--- src/rtl/shot_pool.sv ---
// shot_pool: fixed pool of projectile slots sharing one spawn point.
//   Each slot moves SHOT_VELOCITY px per frame tick (up or down per DIR_UP),
//   retires at the play-field edge or on a hit, and is drawn as a
//   SHOT_WIDTH x SHOT_HEIGHT box. Spawns are rate-limited by a frame cooldown.
// Ports:
//   s_clk, rst_n       system clock, async active-low reset
//   clk_0              one-cycle frame tick
//   pause              freeze every register
//   fire               spawn request (held or pulsed between ticks)
//   orig_x, orig_y     spawn reference point
//   pixel_x, pixel_y   render coordinate
//   hit_vec            per-slot clear
//   fire_ack           one-cycle pulse on a spawn
//   active_vec         slot occupancy, active_count its popcount
//   shot_x_flat/_y_flat  per-slot left x / top y, 10 bits per slot
//   shot_pixel         render coordinate lies inside an active shot
module shot_pool #(
    parameter int unsigned NUM_SHOTS       = 4,
    parameter int unsigned SHOT_WIDTH      = 2,
    parameter int unsigned SHOT_HEIGHT     = 8,
    parameter int unsigned SHOT_VELOCITY   = 3,
    parameter int unsigned DIR_UP          = 1,
    parameter int unsigned COOLDOWN_FRAMES = 8,
    parameter int unsigned X_MIN           = 32,
    parameter int unsigned X_MAX           = 607,
    parameter int unsigned Y_MIN           = 36,
    parameter int unsigned Y_MAX           = 451,
    parameter int unsigned Y_TOP_LIMIT     = 40
) (
    input  logic                    s_clk,
    input  logic                    rst_n,
    input  logic                    clk_0,
    input  logic                    pause,
    input  logic                    fire,
    input  logic [9:0]              orig_x,
    input  logic [9:0]              orig_y,
    input  logic [9:0]              pixel_x,
    input  logic [9:0]              pixel_y,
    input  logic [NUM_SHOTS-1:0]    hit_vec,
    output logic                    fire_ack,
    output logic [NUM_SHOTS-1:0]    active_vec,
    output logic [3:0]              active_count,
    output logic [10*NUM_SHOTS-1:0] shot_x_flat,
    output logic [10*NUM_SHOTS-1:0] shot_y_flat,
    output logic                    shot_pixel
);
    localparam int unsigned CW   = 10;
    localparam int unsigned CD_W = (COOLDOWN_FRAMES > 0) ? $clog2(COOLDOWN_FRAMES + 1) : 1;
    localparam int XLO     = int'(X_MIN);
    localparam int XHI     = int'(X_MAX - SHOT_WIDTH);
    localparam int HALF_W  = int'(SHOT_WIDTH / 2);
    localparam int H       = int'(SHOT_HEIGHT);
    localparam int V       = int'(SHOT_VELOCITY);
    localparam int YLO     = int'(Y_MIN);
    localparam int YHI     = int'(Y_MAX);
    localparam int YTOP    = int'(Y_TOP_LIMIT);
    localparam int YDN_MAX = int'(Y_MAX - SHOT_HEIGHT + 1);

    logic [CW-1:0]        x_q [NUM_SHOTS];
    logic [CW-1:0]        x_d [NUM_SHOTS];
    logic [CW-1:0]        y_q [NUM_SHOTS];
    logic [CW-1:0]        y_d [NUM_SHOTS];
    logic [NUM_SHOTS-1:0] active_q, active_d;
    logic [3:0]           count_q, count_d;
    logic [CD_W-1:0]      cd_q, cd_d;
    logic                 pending_q, pending_d;
    logic                 fire_ack_q, fire_ack_d;

    logic [NUM_SHOTS-1:0] free_v, spawn_oh;
    logic                 do_spawn;
    logic [CW-1:0]        spawn_x, spawn_y;
    int                   sx, sy, yi;
    logic                 in_field;

    // Spawn position, clamped in signed arithmetic so small origins never wrap
    always_comb begin
        sx = int'({22'b0, orig_x}) - HALF_W;
        if (sx < XLO) begin
            sx = XLO;
        end else if (sx > XHI) begin
            sx = XHI;
        end
        if (DIR_UP != 0) begin
            sy = int'({22'b0, orig_y}) - H;
            if (sy < YLO) sy = YLO;
        end else begin
            sy = int'({22'b0, orig_y}) + 1;
            if (sy > YDN_MAX) sy = YDN_MAX;
        end
        spawn_x = CW'(sx);
        spawn_y = CW'(sy);
    end

    // Lowest slot that was free before this edge; same-edge retirements are not reused
    assign free_v   = ~active_q;
    assign spawn_oh = free_v & (~free_v + NUM_SHOTS'(1));
    assign do_spawn = ~pause & clk_0 & (pending_q | fire) & (cd_q == '0) & (|free_v);

    // Next state: hit beats motion, spawn fills a previously free slot
    always_comb begin
        active_d   = active_q;
        x_d        = x_q;
        y_d        = y_q;
        cd_d       = cd_q;
        pending_d  = pending_q;
        fire_ack_d = 1'b0;
        count_d    = '0;
        yi         = 0;
        if (!pause) begin
            pending_d = clk_0 ? 1'b0 : (pending_q | fire);
            for (int i = 0; i < int'(NUM_SHOTS); i++) begin
                yi = int'({22'b0, y_q[i]});
                if (active_q[i] && hit_vec[i]) begin
                    active_d[i] = 1'b0;
                end else if (active_q[i] && clk_0) begin
                    if (DIR_UP != 0) begin
                        if ((yi <= YTOP) || (yi < YLO + V)) active_d[i] = 1'b0;
                        else                                y_d[i]      = CW'(yi - V);
                    end else begin
                        if (yi + H - 1 + V > YHI) active_d[i] = 1'b0;
                        else                      y_d[i]      = CW'(yi + V);
                    end
                end
                if (do_spawn && spawn_oh[i]) begin
                    active_d[i] = 1'b1;
                    x_d[i]      = spawn_x;
                    y_d[i]      = spawn_y;
                end
            end
            if (do_spawn) begin
                cd_d       = CD_W'(COOLDOWN_FRAMES);
                fire_ack_d = 1'b1;
            end else if (clk_0 && cd_q != '0) begin
                cd_d = cd_q - CD_W'(1);
            end
        end
        for (int i = 0; i < int'(NUM_SHOTS); i++) begin
            count_d = count_d + 4'(active_d[i]);
        end
    end

    // State registers
    always_ff @(posedge s_clk or negedge rst_n) begin
        if (!rst_n) begin
            for (int i = 0; i < int'(NUM_SHOTS); i++) begin
                x_q[i] <= '0;
                y_q[i] <= '0;
            end
            active_q   <= '0;
            count_q    <= '0;
            cd_q       <= '0;
            pending_q  <= 1'b0;
            fire_ack_q <= 1'b0;
        end else begin
            x_q        <= x_d;
            y_q        <= y_d;
            active_q   <= active_d;
            count_q    <= count_d;
            cd_q       <= cd_d;
            pending_q  <= pending_d;
            fire_ack_q <= fire_ack_d;
        end
    end

    assign fire_ack     = fire_ack_q;
    assign active_vec   = active_q;
    assign active_count = count_q;

    for (genvar g = 0; g < NUM_SHOTS; g++) begin : g_flat
        assign shot_x_flat[CW*g +: CW] = x_q[g];
        assign shot_y_flat[CW*g +: CW] = y_q[g];
    end

    // Render: pixel inside the play field and inside any active shot box
    always_comb begin
        shot_pixel = 1'b0;
        in_field   = (pixel_x >= CW'(X_MIN)) && (pixel_x <= CW'(X_MAX)) &&
                     (pixel_y >= CW'(Y_MIN)) && (pixel_y <= CW'(Y_MAX));
        for (int i = 0; i < int'(NUM_SHOTS); i++) begin
            if (active_q[i] && in_field &&
                ({1'b0, pixel_x} >= {1'b0, x_q[i]}) &&
                ({1'b0, pixel_x} <= {1'b0, x_q[i]} + 11'(SHOT_WIDTH - 1)) &&
                ({1'b0, pixel_y} >= {1'b0, y_q[i]}) &&
                ({1'b0, pixel_y} <= {1'b0, y_q[i]} + 11'(SHOT_HEIGHT - 1))) begin
                shot_pixel = 1'b1;
            end
        end
    end
endmodule

--- config.mk ---
export PLATFORM = sky130hd
export DESIGN_NAME = shot_pool
export DESIGN_NICKNAME = d
export VERILOG_FILES = /design/src/rtl/shot_pool.sv
export SDC_FILE = /design/constraint.sdc
export NUM_CORES = 1
export LEC_CHECK = 0
export CELL_PAD_IN_SITES_DETAIL_PLACEMENT = 1
export CELL_PAD_IN_SITES_GLOBAL_PLACEMENT = 2
export CORE_ASPECT_RATIO = 1.2
export CORE_MARGIN = 2
export CORE_UTILIZATION = 37
export DETAILED_ROUTE_END_ITERATION = 8
export PLACE_DENSITY_LB_ADDON = 0.25
export SLEW_MARGIN = 5
export SYNTH_ARGS = -nofsm -noshare
export SYNTH_HDL_FRONTEND = slang
export SYNTH_SLANG_ARGS = --single-unit
--- constraint.sdc ---
create_clock -name s_clk -period 10.3 [get_ports s_clk]
set_clock_uncertainty 0.2 [all_clocks]
set_input_delay 2.06 -clock s_clk [delete_from_list [all_inputs] [get_ports s_clk]]
set_output_delay 2.06 -clock s_clk [all_outputs]
set_load 0.005 [all_outputs]
### Yosys cells after proc, flatten, opt, wreduce, memory -nomap -nowiden

Index checks and enable logic that the tools add are counted.

| storage, ports and cells | value |
|---|---|
| bits in registers | 94 |
| bits of input ports | 49 |
| output and inout bits | 90 |
| word-level logic and storage cells | 182 |

| operators by class | value |
|---|---|
| add/sub/neg operators | 19 |
| order comparisons | 31 |
| equality and inequality tests | 8 |
| mux-type cells | 45 |
| bitwise logic cells | 9 |
| reduce and logical (&&, ||, !) cells | 57 |

Operators by type and width:

| operator | count |
|---|---|
| 10-bit two-way mux | 19 |
| 10-bit by 11-bit <= comparator with 1-bit output | 8 |
| 10-bit >= comparator | 8 |
| 10-bit by 1-bit adder with 11-bit output, second input constant | 4 |
| 10-bit by 3-bit adder with 11-bit output, second input constant | 4 |
| 10-bit by 6-bit <= comparator with 1-bit output, second input constant | 4 |
| 10-bit by 6-bit < comparator with 1-bit output, second input constant | 4 |
| 10-bit by 2-bit subtractor with 10-bit output, second input constant | 4 |
| 1-bit logical AND | 36 |
| 1-bit two-way mux | 23 |
| 11-bit by 7-bit < comparator with 1-bit output, second input constant | 2 |
| 10-bit by 6-bit >= comparator with 1-bit output, second input constant | 2 |
| 2-bit by 1-bit != test with 1-bit output, second input constant | 8 |
| 4-bit AND reduction | 4 |
| 4-bit two-way mux | 3 |
| 11-bit > comparator, second input constant | 1 |
| 10-bit by 1-bit subtractor with 11-bit output, second input constant | 1 |
| 10-bit by 4-bit subtractor with 11-bit output, second input constant | 1 |
| 10-bit <= comparator, second input constant | 1 |
| 10-bit by 9-bit <= comparator with 1-bit output, second input constant | 1 |
| 2-bit AND reduction | 5 |
| 2-bit nonzero test | 5 |
| 4-bit inverter | 2 |
| 3-bit by 1-bit adder with 4-bit output | 1 |
| 12 further kinds | 18 |

### Longest topological paths before layout

| depth | value |
|---|---|
| depth in word-level cells | 13 |
| depth in mapped cells | 14 |
| depth with buffers taken out | 14 |

### Worst setup path after synthesis

Ideal clock, no wire load.

| path | value |
|---|---|
| kind | input-to-output |
| from | input pixel_y[0] |
| to | output shot_pixel |
| arrival time | 3.944 ns |
| required time | 8.040 ns |
| path slack | 4.096 ns |
| stages on the path | 9 |
| buffers on the path | 0 |
| path through | inv_1 -> ha_1 -> and2_0 -> o21ai_0 -> a21oi_1 -> o31a_1 -> or4_1 -> a211oi_1 -> a2111o_1 |

| on the way | value |
|---|---|
| longest elaborated chain between the ends | 12 |
| elaborated cells on any way between the ends | 36 |
| classes of those cells | order compare: 10; mux: 4; reduce/logical: 22 |

RTL lines:

| item | RTL line | RTL |
|---|---|---|
| start: declaration | 38 | `input logic [9:0] pixel_y,` |
| 10-bit by 6-bit >= comparator with 1-bit output | 178 | `(pixel_y >= CW'(Y_MIN)) && (pixel_y <= CW'(Y_MAX));` |
| 1-bit logical AND | 177 | `in_field = (pixel_x >= CW'(X_MIN)) && (pixel_x <= CW'(X_MAX)) &&` |
| 1-bit logical AND | 178 |  |
| 1-bit logical AND (2 in a row) | 180 | `if (active_q[i] && in_field &&` |
| 1-bit logical AND | 181 | `({1'b0, pixel_x} >= {1'b0, x_q[i]}) &&` |
| 1-bit logical AND | 182 | `({1'b0, pixel_x} <= {1'b0, x_q[i]} + 11'(SHOT_WIDTH - 1)) &&` |
| 1-bit logical AND | 183 | `({1'b0, pixel_y} >= {1'b0, y_q[i]}) &&` |
| 1-bit two-way mux (3 in a row) | 180 |  |
| 1-bit two-way mux * | 180 |  |
| end: declaration | 45 | `output logic shot_pixel` |

Mark *: on every way between the ends. The rest lies on a longest branch, timed or not.

### Worst setup path after layout

| path | value |
|---|---|
| from | input pixel_y[8] |
| to | output shot_pixel |

The elaborated chain is that of the path after synthesis.

==> summary.txt <==
Status
  • Outcome: finished clean

Clock tree
  • Clock buffer depth: 2
  • Cts-stage hold buffer count: 0
  • Worst-Skew Late Latency: between 0.3 and 0.4 ns
  • Root buf cell: clkbuf_16
  • CTS clk-pin slew, worst paths: 0.07 ns
  • Inserted Clock Buffers: 9
  • CTS tree: built
  • Setup Buffers After CTS: 0
  • Clock Sinks: a little over 90
  • Post-CTS Resized: 0
  • H-tree Lvls: 3

Route
  • WL final: 35900 µm
  • Initial DRC Count: ~400
  • Drt wl/cell: between 20 and 25 µm
  • Vias post-DR: a little under 10000
  • DR DRC count: 0
  • Pre-antenna DRT Iters: 5
  • Vias per Instance: approximately 5.8
  • Number of routed nets with antenna violations: 0

Critical path
  • Slowest stage cell, crit path: clkdlybuf4s50_1
  • CP arrival: ~5.8 ns
  • CP max stage delay: between 0.7 and 0.8 ns
  • Worst path bufs/invs: 2
  • CP delay by family, top: buffers and inverters
  • Crit-path cells: clkdlybuf4s50_1, ha_1, or4_1, a211oi_1, a2111oi_0, or4_1, a211oi_1, a2111o_1, clkdlybuf4s50_1
  • Worst Setup SP: pixel_y[8]
  • R2r setup slk: 6.77 ns
  • Worst Setup End Kind: output port
  • Crit Path Max Fanout: 10
  • WS Path Type: primary input to output port
  • Worst Path Required: ~8 ns
  • Worst r2r src: cd_q[0]
  • Setup crit start kind: primary input

Synth
  • Synth Register Bits: 93
  • Yosys warning count: 0
  • Dominant cell type by area after synthesis: dfrtp_1
  • Sequential share of the synthesized area: between 20 and 25%
  • Mapped Cells: around 1200
  • Mapped cell area: roughly 10000 µm²
  • Synth Flop Type: dfrtp_1
  • Top cells by count, synth: 181 x ha_1, 111 x nand2_1, 103 x inv_1, 95 x a21oi_1, 93 x dfrtp_1
  • Synth top area cells: dfrtp_1 23%, ha_1 23%, xnor2_1 5.9%
  • EDFF count, synth: 0
  • Yosys top cell area share: 23.2%
  • Mean Syn Cell Area: 8.28 µm²
  • Post-synth ARST share: 100%
  • Count leader, synth: ha_1
  • Syn_nets: approximately 1400
  • Unique masters post-synth: 70

STA
  • Final hold vios: 0
  • Final Setup Violations: 0
  • Sum of negative setup slack: 0 ns
  • RSZ-0062 raised after global routing: false
  • Hold_ws: about 0.31 ns
  • Fin crit period: roughly 8.0 ns
  • Max Freq: between 0.1 and 0.15 GHz
  • Max-slew violations: 0
  • Setup ws final: 2.28 ns
  • Max-slew headroom: about a third
  • Fin crit share: 77.9%
  • Worst slew pin tran: between 0.9 and 1 ns

Power and ir drop
  • Sw power: 708 µW
  • Internal power: about 1 mW
  • Worst vdd ir: 0.0000850 V
  • Switching share of power: ~41%
  • Comb pwr share: 47.5%
  • Pwr dens: 143 nW/µm²
  • Pleak: 5.02 nW
  • Clock Power Share: approximately a fifth
  • Pwr Total: ~1.7 mW
  • Sequential power share: about a third

Floorplanning
  • Core footprint: around 26000 µm²
  • Die height: about 180 µm
  • Chip width: 154 µm
  • Area of the die: roughly 28000 µm²
  • # rows: 65
  • Starting Density: ~38%
  • Io pins: roughly 140

Place
  • GPL Wtd Cong: ~0.84
  • IO Port Bufs: approximately 140
  • Total placed cells including tap cells: approximately 1700
  • Hpwl dp: ~28000 µm
  • Placed inst area: around 12000 µm²
  • Post-Place Worst Slack: around 2.3 ns

Cells and area
  • Number of fill cells: 3174
  • Final #Nets: ~1600
  • Final core occ: about 46%
  • Number of non-filler instances in the completed layout: 1674
  • Post-route cell area: roughly 12000 µm²
  • Share of post-route cells with drive strength above 1: 4.71%
  • Syn-to-layout area delta: 20.4%

Global routing
  • Largest net degree at the start of global routing: between 60 and 70
  • Grt ovf: 0
  • Vias in the first global route: roughly 10000
  • Gr usage total: 25.8%
  • Initial antenna violation count: 1
  • Global-route wire length before repair: 57100 µm

Run
  • Max-Cap Viols: 0

Min path
  • Hold_sp: cd_q[0]
  • Hold Crit Class: flop to flop
kinds of logic (layout without fill, tap and decap cells):
logic type / Yosys count / in the layout / synth area share (%)
and+or+nand+nor: 362 / 362 / 17.7
AOI/OAI and AO/OA: 333 / 333 / 21.5
xor gates and xnor gates: 74 / 74 / 6.47
buffers and inverters: 137 / 266 / 5.24
other: 1 / 2 / 0.0375
muxes: 27 / 27 / 2.96
adders and majority gates: 182 / 182 / 22.8
DFF: 93 / 93 / 23.2
registers in the layout, summed over array words and instances (netlist names):
signal	cells
shot_x_flat	40
shot_y_flat	40
active_vec	4
cd_q	4
active_count	3
fire_ack	1
pending_q	1
worst paths after layout:
check	cells past startpoint	endpoint
worst max-delay path	9	shot_pixel
worst min-delay path	1	cd_q[0]
worst max register to register	10	active_count[1]
worst min register to register	1	cd_q[0]
max in group asynchronous	2	shot_x_flat[10]
min in group asynchronous	1	shot_y_flat[4]
cells in the final DEF, fill, tap and decap left out, drive strengths merged, types with 11 or more instances in the layout:
master	Yosys	final
ha	181	181
clkdlybuf4s50	0	136
nand2	111	111
inv	103	104
a21oi	95	95
dfrtp	93	93
o21ai	84	84
xnor2	67	67
nor3	54	54
nor2	52	52
nand3	47	47
o31ai	23	23
mux2	21	21
a211oi	18	18
a21o	16	16
nand4	16	16
or3	12	12
nor2b	11	11
buf	5	11
power by group through the flow:
stage | Clock [mW] | Combinational (mW) | Sequential (mW)
after floorplan | 0 | 0.498 | 0.518
after global placement | 0 | 0.795 | 0.552
after detailed placement | 0 | 0.821 | 0.553
after CTS | 0.371 | 0.829 | 0.546
after global routing | 0.384 | 0.937 | 0.560
final | 0.360 | 0.819 | 0.544
layout make-up:
class | count | area (µm²) | area share, %
clock buffers | 10 | 239 | 1.98
repair buffers | 147 | 1440 | 12.0
flip-flops and latches | 93 | 2330 | 19.3
diodes | 1 | 2.50 | 0.0208
well taps | 335 | 419 | 3.48
multi-input cells | 979 | 7170 | 59.5
inverters | 103 | 387 | 3.21
clock inverters | 6 | 61.3 | 0.509
layer usage:
metal  part of all wire, %  global-route usage (%)
met3                   3.2                    3.15
met2                    49                    46.1
met1                    44                    31.6
met4                   3.8                    9.87
met5                     0                       0
Power figures use the tool's default switching activity.
